$ cat config.mk
export PLATFORM = sky130hd
export DESIGN_NAME = ps2_ascii_rx_flat
export DESIGN_NICKNAME = d
export VERILOG_FILES = /design/src/rtl/ps2_ascii_rx_if.sv /design/src/rtl/ps2_ascii_rx.sv /design/src/flat_wrapper.sv
export SDC_FILE = /design/constraint.sdc
export NUM_CORES = 1
export LEC_CHECK = 0
export ABC_AREA = 1
export BUFFER_PORTS_ARGS = -buffer_cell sky130_fd_sc_hd__buf_2
export CORE_MARGIN = 2
export CORE_UTILIZATION = 66
export CTS_CLUSTER_SIZE = 30
export DETAILED_ROUTE_END_ITERATION = 12
export GPL_TIMING_DRIVEN = 0
export PLACE_DENSITY = 0.84
export SLEW_MARGIN = 20
export SYNTH_ARGS = -nofsm -noshare
export SYNTH_HDL_FRONTEND = slang
export SYNTH_SLANG_ARGS = --single-unit
export TNS_END_PERCENT = 5
$ cat constraint.sdc
create_clock -name clk -period 5.3 [get_ports clk]
set_input_delay 1.59 -clock clk [delete_from_list [all_inputs] [get_ports clk]]
set_output_delay 1.59 -clock clk [all_outputs]
set_load 0.05 [all_outputs]
$ cat src/rtl/ps2_ascii_rx_if.sv
// PS/2 keyboard receiver bus: raw PS/2 lines in, decoded ASCII stream out.
interface ps2_ascii_rx_if;
  logic       ps2k_clk;
  logic       ps2k_data;
  logic [7:0] ascii_data;
  logic       ascii_valid;
  logic       shift_state;
  logic       frame_err;

  // Receiver side: samples the PS/2 lines, produces characters.
  modport slave (
    input  ps2k_clk, ps2k_data,
    output ascii_data, ascii_valid, shift_state, frame_err
  );

  // Keyboard/host side: drives the PS/2 lines, consumes characters.
  modport master (
    output ps2k_clk, ps2k_data,
    input  ascii_data, ascii_valid, shift_state, frame_err
  );
endinterface

$ cat src/rtl/ps2_ascii_rx.sv
// PS/2 keyboard receiver: synchronizes and deglitches the PS/2 clock, frames
// 11-bit set-2 scan codes, and translates make codes of letters, digits,
// space and enter into ASCII. Receive-only; the PS/2 lines are never driven.
module ps2_ascii_rx #(
  parameter int FILT_LEN    = 8,
  parameter int TIMEOUT_CYC = 50000
) (
  input logic          clk,
  input logic          rst_n,
  ps2_ascii_rx_if.slave bus
);

  localparam int FW = $clog2(FILT_LEN + 1);
  localparam int TW = $clog2(TIMEOUT_CYC + 1);
  localparam logic [FW-1:0] FILT_MAX = FW'(FILT_LEN - 1);
  localparam logic [TW-1:0] TMO_MAX  = TW'(TIMEOUT_CYC - 1);

  typedef enum logic [1:0] {IDLE, SHIFT, CHECK} state_t;

  logic          clk_s1, clk_s2, data_s1, data_s2;
  logic          filt_clk;
  logic [FW-1:0] filt_cnt;
  logic          strobe;

  state_t        state, state_nxt;
  logic [3:0]    bit_cnt;
  logic [9:0]    sr;
  logic [TW-1:0] tmo_cnt;
  logic          timeout;
  logic          frame_ok;
  logic [7:0]    code;

  logic          brk, ext, shift_q;
  logic [7:0]    ascii_q;
  logic          valid_q, err_q;
  logic [9:0]    lut;

  // Two-flop synchronizers; idle level of both lines is high.
  always_ff @(posedge clk) begin
    if (!rst_n) begin
      clk_s1  <= 1'b1;
      clk_s2  <= 1'b1;
      data_s1 <= 1'b1;
      data_s2 <= 1'b1;
    end else begin
      clk_s1  <= bus.ps2k_clk;
      clk_s2  <= clk_s1;
      data_s1 <= bus.ps2k_data;
      data_s2 <= data_s1;
    end
  end

  // Glitch filter: the filtered clock follows only after FILT_LEN agreeing samples.
  always_ff @(posedge clk) begin
    if (!rst_n) begin
      filt_clk <= 1'b1;
      filt_cnt <= '0;
    end else if (clk_s2 == filt_clk) begin
      filt_cnt <= '0;
    end else if (filt_cnt == FILT_MAX) begin
      filt_clk <= clk_s2;
      filt_cnt <= '0;
    end else begin
      filt_cnt <= filt_cnt + 1'b1;
    end
  end

  // Strobe is the cycle in which the filtered clock is about to fall.
  assign strobe = filt_clk & ~clk_s2 & (filt_cnt == FILT_MAX);

  // Frame state register.
  always_ff @(posedge clk) begin
    if (!rst_n) state <= IDLE;
    else        state <= state_nxt;
  end

  // Frame next-state: start bit opens, ten strobes fill, CHECK lasts one cycle.
  always_comb begin
    state_nxt = state;
    timeout   = 1'b0;
    case (state)
      IDLE:  if (strobe && !data_s2) state_nxt = SHIFT;
      SHIFT: begin
        if (strobe) begin
          if (bit_cnt == 4'd9) state_nxt = CHECK;
        end else if (tmo_cnt == TMO_MAX) begin
          timeout   = 1'b1;
          state_nxt = IDLE;
        end
      end
      CHECK: state_nxt = IDLE;
      default: state_nxt = IDLE;
    endcase
  end

  // Frame datapath: shift in LSB first, count bits, time the gap between strobes.
  always_ff @(posedge clk) begin
    if (!rst_n) begin
      bit_cnt <= '0;
      sr      <= '0;
      tmo_cnt <= '0;
    end else begin
      case (state)
        SHIFT: begin
          if (strobe) begin
            sr      <= {data_s2, sr[9:1]};
            bit_cnt <= bit_cnt + 1'b1;
            tmo_cnt <= '0;
          end else begin
            tmo_cnt <= tmo_cnt + 1'b1;
          end
        end
        default: begin
          bit_cnt <= '0;
          tmo_cnt <= '0;
        end
      endcase
    end
  end

  // After ten shifts: sr[7:0] data, sr[8] parity, sr[9] stop.
  assign code     = sr[7:0];
  assign frame_ok = (^sr[8:0]) & sr[9];

  // Set-2 make code to {hit, is_letter, lowercase ASCII}.
  function automatic logic [9:0] lookup(input logic [7:0] c);
    case (c)
      8'h1C: lookup = {2'b11, 8'h61};
      8'h32: lookup = {2'b11, 8'h62};
      8'h21: lookup = {2'b11, 8'h63};
      8'h23: lookup = {2'b11, 8'h64};
      8'h24: lookup = {2'b11, 8'h65};
      8'h2B: lookup = {2'b11, 8'h66};
      8'h34: lookup = {2'b11, 8'h67};
      8'h33: lookup = {2'b11, 8'h68};
      8'h43: lookup = {2'b11, 8'h69};
      8'h3B: lookup = {2'b11, 8'h6A};
      8'h42: lookup = {2'b11, 8'h6B};
      8'h4B: lookup = {2'b11, 8'h6C};
      8'h3A: lookup = {2'b11, 8'h6D};
      8'h31: lookup = {2'b11, 8'h6E};
      8'h44: lookup = {2'b11, 8'h6F};
      8'h4D: lookup = {2'b11, 8'h70};
      8'h15: lookup = {2'b11, 8'h71};
      8'h2D: lookup = {2'b11, 8'h72};
      8'h1B: lookup = {2'b11, 8'h73};
      8'h2C: lookup = {2'b11, 8'h74};
      8'h3C: lookup = {2'b11, 8'h75};
      8'h2A: lookup = {2'b11, 8'h76};
      8'h1D: lookup = {2'b11, 8'h77};
      8'h22: lookup = {2'b11, 8'h78};
      8'h35: lookup = {2'b11, 8'h79};
      8'h1A: lookup = {2'b11, 8'h7A};
      8'h45: lookup = {2'b10, 8'h30};
      8'h16: lookup = {2'b10, 8'h31};
      8'h1E: lookup = {2'b10, 8'h32};
      8'h26: lookup = {2'b10, 8'h33};
      8'h25: lookup = {2'b10, 8'h34};
      8'h2E: lookup = {2'b10, 8'h35};
      8'h36: lookup = {2'b10, 8'h36};
      8'h3D: lookup = {2'b10, 8'h37};
      8'h3E: lookup = {2'b10, 8'h38};
      8'h46: lookup = {2'b10, 8'h39};
      8'h29: lookup = {2'b10, 8'h20};
      8'h5A: lookup = {2'b10, 8'h0D};
      default: lookup = 10'h000;
    endcase
  endfunction

  assign lut = lookup(code);

  // Scan-code decoder: prefix flags, shift tracking, ASCII pulse and error pulse.
  always_ff @(posedge clk) begin
    if (!rst_n) begin
      brk     <= 1'b0;
      ext     <= 1'b0;
      shift_q <= 1'b0;
      ascii_q <= 8'h00;
      valid_q <= 1'b0;
      err_q   <= 1'b0;
    end else begin
      valid_q <= 1'b0;
      err_q   <= timeout | ((state == CHECK) & ~frame_ok);
      if (state == CHECK && frame_ok) begin
        if (code == 8'hE0) begin
          ext <= 1'b1;
        end else if (code == 8'hF0) begin
          brk <= 1'b1;
        end else if (brk) begin
          if (code == 8'h12 || code == 8'h59) shift_q <= 1'b0;
          brk <= 1'b0;
          ext <= 1'b0;
        end else begin
          if (code == 8'h12 || code == 8'h59) begin
            shift_q <= 1'b1;
          end else if (!ext && lut[9]) begin
            ascii_q <= (lut[8] && shift_q) ? lut[7:0] - 8'h20 : lut[7:0];
            valid_q <= 1'b1;
          end
          ext <= 1'b0;
        end
      end
    end
  end

  assign bus.ascii_data  = ascii_q;
  assign bus.ascii_valid = valid_q;
  assign bus.shift_state = shift_q;
  assign bus.frame_err   = err_q;

endmodule

$ cat src/flat_wrapper.sv
// flat-port wrapper written by rule: the top's interface ports become plain ports
module ps2_ascii_rx_flat 
#(
  parameter int FILT_LEN    = 8,
  parameter int TIMEOUT_CYC = 50000
)
  (clk, rst_n, bus_ps2k_clk, bus_ps2k_data, bus_ascii_data, bus_ascii_valid, bus_shift_state, bus_frame_err);
  ps2_ascii_rx_if bus_i ();
  input logic clk;
  input logic rst_n;
  input wire logic [$bits(bus_i.ps2k_clk)-1:0] bus_ps2k_clk;
  input wire logic [$bits(bus_i.ps2k_data)-1:0] bus_ps2k_data;
  output wire logic [$bits(bus_i.ascii_data)-1:0] bus_ascii_data;
  output wire logic [$bits(bus_i.ascii_valid)-1:0] bus_ascii_valid;
  output wire logic [$bits(bus_i.shift_state)-1:0] bus_shift_state;
  output wire logic [$bits(bus_i.frame_err)-1:0] bus_frame_err;
  assign bus_i.ps2k_clk = bus_ps2k_clk;
  assign bus_i.ps2k_data = bus_ps2k_data;
  assign bus_ascii_data = bus_i.ascii_data;
  assign bus_ascii_valid = bus_i.ascii_valid;
  assign bus_shift_state = bus_i.shift_state;
  assign bus_frame_err = bus_i.frame_err;
  ps2_ascii_rx #(.FILT_LEN(FILT_LEN), .TIMEOUT_CYC(TIMEOUT_CYC)) u_core (.clk(clk), .rst_n(rst_n), .bus(bus_i));
endmodule
After elaboration in Yosys (flattened, before gate mapping). Memories as Yosys holds them, arrays and structs flattened. A register that Yosys moved wholly into a read port is not among the register bits. Index checks and enable logic that the tools add are counted.

Flip-flop bits (word level): 54. ROM bits: 1152. Input bits: 4. Output and inout bits: 11. Word-level logic and storage cells: 89. Memories kept: 1.

Memories: (name not given) (depth 128, bits a word 9, read ports 1, clocked after Yosys merged registers in 1, wr ports 0, RTL line ps2_ascii_rx.sv:127) `case (c)`.

$add $sub $neg: 4. Eq/ne operators: 14. Muxes and demuxes: 19. Bitwise operators: 15. Reduce and logical (&&, ||, !) cells: 20.

Operator list (number): 16-bit by 1-bit adder with 16-bit output (second input constant) (1); 16-bit equality test (second input constant) (1); 8-bit equality test (second input constant) (2); 7-bit two-way mux (2); 1-bit two-way mux (10); 10-bit two-way mux (1); 1-bit inverter (10); 2-bit AND reduction (5); 9-bit parity (1); 4-bit by 1-bit adder with 4-bit output (second input constant) (2); 8-bit by 5-bit equality test with 1-bit output (second input constant) (1); 8-bit by 7-bit equality test with 1-bit output (second input constant) (1); 2-bit two-way mux (4); 8-bit two-way mux (1); 8-bit by 6-bit subtractor with 8-bit output (second input constant) (1); 6-bit AND reduction (1); 3-bit OR reduction (2); 6-bit OR reduction (1); 1-bit bitwise AND (4); 4-bit by 3-bit equality test with 1-bit output (second input constant) (1); 4-bit equality test (second input constant) (1); 1-bit logical AND (4); 2-bit by 1-bit != test with 1-bit output (second input constant) (2); 2-bit case mux with 2 select lines (1); 11 further kinds (12).

Longest topological paths before layout.
Depth in word-level cells: 6. Gate-level depth with buffers: 20. Depth with buffers taken out: 19.

Worst setup path after synthesis. No wires, ideal clock.

Kind: in2reg. Start: input rst_n. End: register (tool-made name). Library setup time: 0.115 ns. Arrival time: 2.933 ns. Required time: 5.185 ns. Setup slack: 2.252 ns. Stages: 11. Buffers on the path: 1. Path through: clkbuf_1 > nand2_1 > ha_1 > inv_1 > nor2_8 > nor2_2 > nor2_4 > o21ai_0 > o21ai_1 > nand2_1 > nand2_1.

RTL lines: from (decl) (RTL line flat_wrapper.sv:10) `input logic rst_n;`.

==> impl.org <==
** Cells and area
- Across the whole layout, storage elements account for roughly 0.0012 mm2.
- Number of diodes added for antenna fixing :: 0
- Cells with a size suffix above 1 make up approximately 16% of the layout.
- In the final layout, the multi-input gates occupy slightly above 0.002 mm2.
- Filler cells :: roughly 430
- Final core occ :: approximately 75%
- The net count of the finished layout is approximately 550.
- From synthesis to final layout, the design area changed by 9.28%.

** Synth
- By area, the combinational part of the netlist is dominated by simple AND/OR/NAND/NOR gates.
- Counting flops with an async set or reset pin after synthesis yields a share of 0%.
- In the synthesized netlist, the number of instances is slightly below 500.
- Flop and latch count out of synthesis :: just over 60
- Sequential cells were found to cover between 30% and 40% of the synthesized design area.
- Mux cell area share after synthesis :: 0%
- Synthesis instantiated 44 different standard cells from the library.
- The number of nets in the synthesized netlist is approximately 520.
- Total number of yosys warnings :: 0
- Number of synthesized flops with an enable pin :: 0
- The synthesized netlist devotes approximately a tenth of its cell area to compound gates.
- A synthesized cell averages just over 7 um2.
- Summed instance area of the synthesized netlist :: between 0.003 and 0.004 mm2
- The synthesized netlist devotes about 1.2% of its cell area to XOR and XNOR gates.
- Dominant synthesized flop cell :: sky130_fd_sc_hd__dfxtp_1
- Summing the areas of all fa, ha and maj instances in the mapped netlist gives about 8% of the synthesized area.
- Simple-gate share of the synthesized area :: 37.2%

** Floorplan
- I/O pin count :: 15
- FP Rows :: 26
- In this run the vertical extent of the chip is between 70 and 80 um.
- Starting Density :: between 60% and 70%
- Die Footprint :: around 0.006 mm2
- Floorplan core area :: 0.00517 mm2
- Die Span X :: ~78 um

** Routing
- DRT Pass-1 Iters :: 5
- For this block, the routed nets add up to 7070 um of wire.
- Violation count after the first detailed-route iteration :: about 180
- The detailed router placed around 3200 vias in this run.
- Detailed-route vias per instance :: ~5.4
- Total DRC errors in the routed layout :: 0
- Dividing the detail-routed wire length by the instance count gives around 12 um.
- Antenna Nets Post-Route :: 0

** Global routing
- Via count of the first global-routing pass :: a little over 3000
- The total overflow left after global routing is 0.
- Entering global routing, the biggest net connects 12 pins.
- The number of antenna violations at the first check in global routing is 0.
- All-layer global routing usage :: 26.0%
- The first global-routing pass estimated between 10000 and 15000 um of wire.

** Clock tree
- In this run, post-CTS hold repair placed 0 buffers.
- TritonCTS Sinks :: 62
- The tree is rooted in a sky130_fd_sc_hd__clkbuf_8.
- Skew-Pair Late Insertion Delay :: approximately 0.33 ns
- Post-CTS repair changed the size of 0 cells.
- Clock transition at the registers of the reported paths :: roughly 0.06 ns
- TritonCTS created 9 clock buffers.
- TritonCTS clock tree :: done
- Buffers added to address setup during post-CTS repair amount to 0.
- H-tree depth reported by CTS :: 3
- In this run the deepest clock path goes through 2 buffers.

** Critical path
- Kind of launch point of the worst setup path :: input pin
- For the worst flop-to-flop path, the logic depth is 18.
- Critical path data required time :: between 5 and 6 ns
- Critical path buffer and inverter count :: 3
- By startpoint and endpoint, the worst setup path is classified as in -> reg.
- In this run the worst path has a maximum fanout of 10.
- Arrival time at the worst endpoint :: ~3.5 ns
- FF-to-FF setup slack :: roughly 2.8 ns
- Most used cell along the critical path :: sky130_fd_sc_hd__nand2_1
- On the critical path, the stage with the largest delay is an instance of sky130_fd_sc_hd__clkbuf_1.
- The critical path goes through buf_2 -> clkbuf_1 -> nand2_1 -> inv_1 -> ha_1 -> nand3_1 -> nand2_1 -> nand2_1 -> nand2_1 -> nand2_1 -> nand2_1 -> nand2_1 -> nand2_1 -> nand2_1 -> nand2_1.
- The worst setup path is captured at a flip-flop.
- The cell family contributing the most delay on the critical path is simple AND/OR/NAND/NOR gates.
- The startpoint identified for the worst register-to-register timing path is u_core.clk_s2.
- In this design, the stage delay of the slowest critical-path cell is 0.41 ns.

** STA
- Number of pins exceeding their max-slew limit in the final report :: 0
- Setup violations remaining at the end of the flow were counted as 0.
- Setup repair after global routing left no endpoint under its margin.
- For the pin with the worst max-slew slack, the measured transition is between 0.4 and 0.5 ns.
- Tcrit/Tclk final :: around three fifths
- For this run, the top clock speed supported by timing is 308 MHz.
- In this run the tightest slew margin relative to its limit is 67.3%.
- Total negative slack :: 0 ns
- Clock Skews :: 0.00399 ns
- The final number of hold-violating endpoints came to 0.
- Clock period minus final worst setup slack :: between 3 and 4 ns

** Outcome
- The run finished with clean final reports.

** Hold path
- Origin of the worst min-delay path :: u_core.data_s1
- Cell depth of the worst min-delay path :: 1
- The path with the worst hold slack has its endpoint at u_core.data_s2.
- Worst hold-check path type :: reg -> reg

** Placement
- Number of I/O port buffers :: 14
- Placed wire-length estimate :: 5270 um
- Global placement routability congestion :: 0.962

** Power and ir drop
- Leakage power summed over all cells :: 1.89 nW
- IR analysis of the VDD net gives a maximum drop of around 0.18 mV.
- Power Density :: 215 mW/mm2

** Run
- Max-cap violations :: 0
-- routing by layer --
metal	global-route usage (%)	wire length (um)
met5	0	0
met3	4.53	340
met4	11.3	128
met2	42.2	3130
met1	33.9	3460
-- report_power, final --
group          switching [mW]  internal, mW
Clock                   0.171         0.190
Combinational         0.00870       0.00311
Sequential           0.000537         0.468
Total                   0.180         0.660
-- stage by stage --
| stage | area [um2] | worst slack, ns | cells | hold WS (ns) | power (mW) |
|---|---|---|---|---|---|
| finish | 3910 | 2.05 | 595 | 0.425 | 0.840 |
| global route | 3910 | 1.76 | 595 | 0.431 | 0.869 |
| CTS | 3910 | 2.08 | 595 | 0.427 | 0.848 |
| detailed placement | 3730 | 1.74 | 580 | 0.411 | 0.490 |
| global placement | 3730 | 1.77 | 580 | 0.403 | 0.490 |
| floorplan | 3570 | 2.25 | 496 | 0.393 | 0.486 |
-- synthesized netlist by cell type, types with 2 or more instances --
cell / number / area, um2
sky130_fd_sc_hd__a21oi_1: 26 / 130
sky130_fd_sc_hd__buf_2: 2 / 10.0
sky130_fd_sc_hd__buf_4: 2 / 15.0
sky130_fd_sc_hd__buf_6: 5 / 56.3
sky130_fd_sc_hd__clkbuf_1: 3 / 11.3
sky130_fd_sc_hd__dfxtp_1: 62 / 1240
sky130_fd_sc_hd__ha_1: 23 / 288
sky130_fd_sc_hd__inv_1: 50 / 188
sky130_fd_sc_hd__inv_2: 7 / 26.3
sky130_fd_sc_hd__nand2_1: 135 / 507
sky130_fd_sc_hd__nand2_2: 3 / 18.8
sky130_fd_sc_hd__nand2_4: 2 / 22.5
sky130_fd_sc_hd__nand3_1: 43 / 215
sky130_fd_sc_hd__nand3_2: 6 / 60.1
sky130_fd_sc_hd__nand3b_1: 2 / 15.0
sky130_fd_sc_hd__nand4_1: 12 / 75.1
sky130_fd_sc_hd__nor2_1: 40 / 150
sky130_fd_sc_hd__nor2_2: 5 / 31.3
sky130_fd_sc_hd__nor2_4: 4 / 45.0
sky130_fd_sc_hd__nor3_1: 5 / 25.0
sky130_fd_sc_hd__nor3b_1: 3 / 22.5
sky130_fd_sc_hd__nor4_1: 3 / 18.8
sky130_fd_sc_hd__o21ai_0: 19 / 95.1
sky130_fd_sc_hd__o21ai_1: 6 / 30.0
sky130_fd_sc_hd__or2_2: 6 / 37.5
sky130_fd_sc_hd__xnor2_1: 2 / 17.5
sky130_fd_sc_hd__xor2_1: 3 / 26.3
-- worst register-to-register path, stage by stage, from the launching register on --
cell and delay [ns]:
sky130_fd_sc_hd__dfxtp_1 0.30, sky130_fd_sc_hd__inv_1 0.06, sky130_fd_sc_hd__ha_1 0.13, sky130_fd_sc_hd__buf_2 0.22, sky130_fd_sc_hd__nand3_2 0.20, sky130_fd_sc_hd__buf_6 0.20, sky130_fd_sc_hd__nand2_1 0.06, sky130_fd_sc_hd__nand2_1 0.08
sky130_fd_sc_hd__nand2_1 0.16, sky130_fd_sc_hd__inv_1 0.13, sky130_fd_sc_hd__ha_1 0.20, sky130_fd_sc_hd__nand2_1 0.15, sky130_fd_sc_hd__nor2_2 0.09, sky130_fd_sc_hd__nor2_2 0.13, sky130_fd_sc_hd__nand3_1 0.08, sky130_fd_sc_hd__nand3_1 0.07
sky130_fd_sc_hd__nand2_1 0.06, sky130_fd_sc_hd__nand2_1 0.06, sky130_fd_sc_hd__nand2_1 0.04
-- logic make-up (layout without fill, tap and decap cells) --
| kind of cell | Yosys count | in the layout |
|---|---|---|
| flops | 62 | 62 |
| simple gates | 275 | 275 |
| compound gates | 60 | 60 |
| xor+xnor | 5 | 5 |
| fa+ha+maj | 23 | 23 |
| buf+inv | 71 | 100 |
-- worst max-delay path by stage --
| stage | startpoint | endpoint | depth (start not counted) |
|---|---|---|---|
| after global routing | rst_n | flip-flop | 15 |
| after detailed placement | rst_n | flip-flop | 15 |
| after floorplan | rst_n | flip-flop | 11 |
| after global placement | rst_n | flip-flop | 15 |
| final | rst_n | flip-flop | 15 |
| after CTS | rst_n | flip-flop | 15 |
-- layout by cell type (no fill, tap or decap), types with 4 or more instances in the layout --
cell type and count:
sky130_fd_sc_hd__a21oi_1 26, sky130_fd_sc_hd__buf_2 16, sky130_fd_sc_hd__buf_6 5, sky130_fd_sc_hd__clkbuf_8 11, sky130_fd_sc_hd__dfxtp_1 62, sky130_fd_sc_hd__ha_1 23, sky130_fd_sc_hd__inv_1 50, sky130_fd_sc_hd__inv_2 7
sky130_fd_sc_hd__nand2_1 135, sky130_fd_sc_hd__nand3_1 43, sky130_fd_sc_hd__nand3_2 6, sky130_fd_sc_hd__nand4_1 12, sky130_fd_sc_hd__nor2_1 40, sky130_fd_sc_hd__nor2_2 5, sky130_fd_sc_hd__nor2_4 4, sky130_fd_sc_hd__nor3_1 5
sky130_fd_sc_hd__o21ai_0 19, sky130_fd_sc_hd__o21ai_1 6, sky130_fd_sc_hd__or2_2 6
-- area by class of cell --
type | instances | area share (%)
plain buffers | 12 | 2.37
clock buffers | 11 | 3.88
clock inverters | 4 | 0.577
inverters | 59 | 5.74
multi-input cells | 363 | 51.6
flip-flops and latches | 62 | 31.8
well taps | 70 | 2.24
repair buffers | 14 | 1.79
Power figures use the tool's default switching activity.
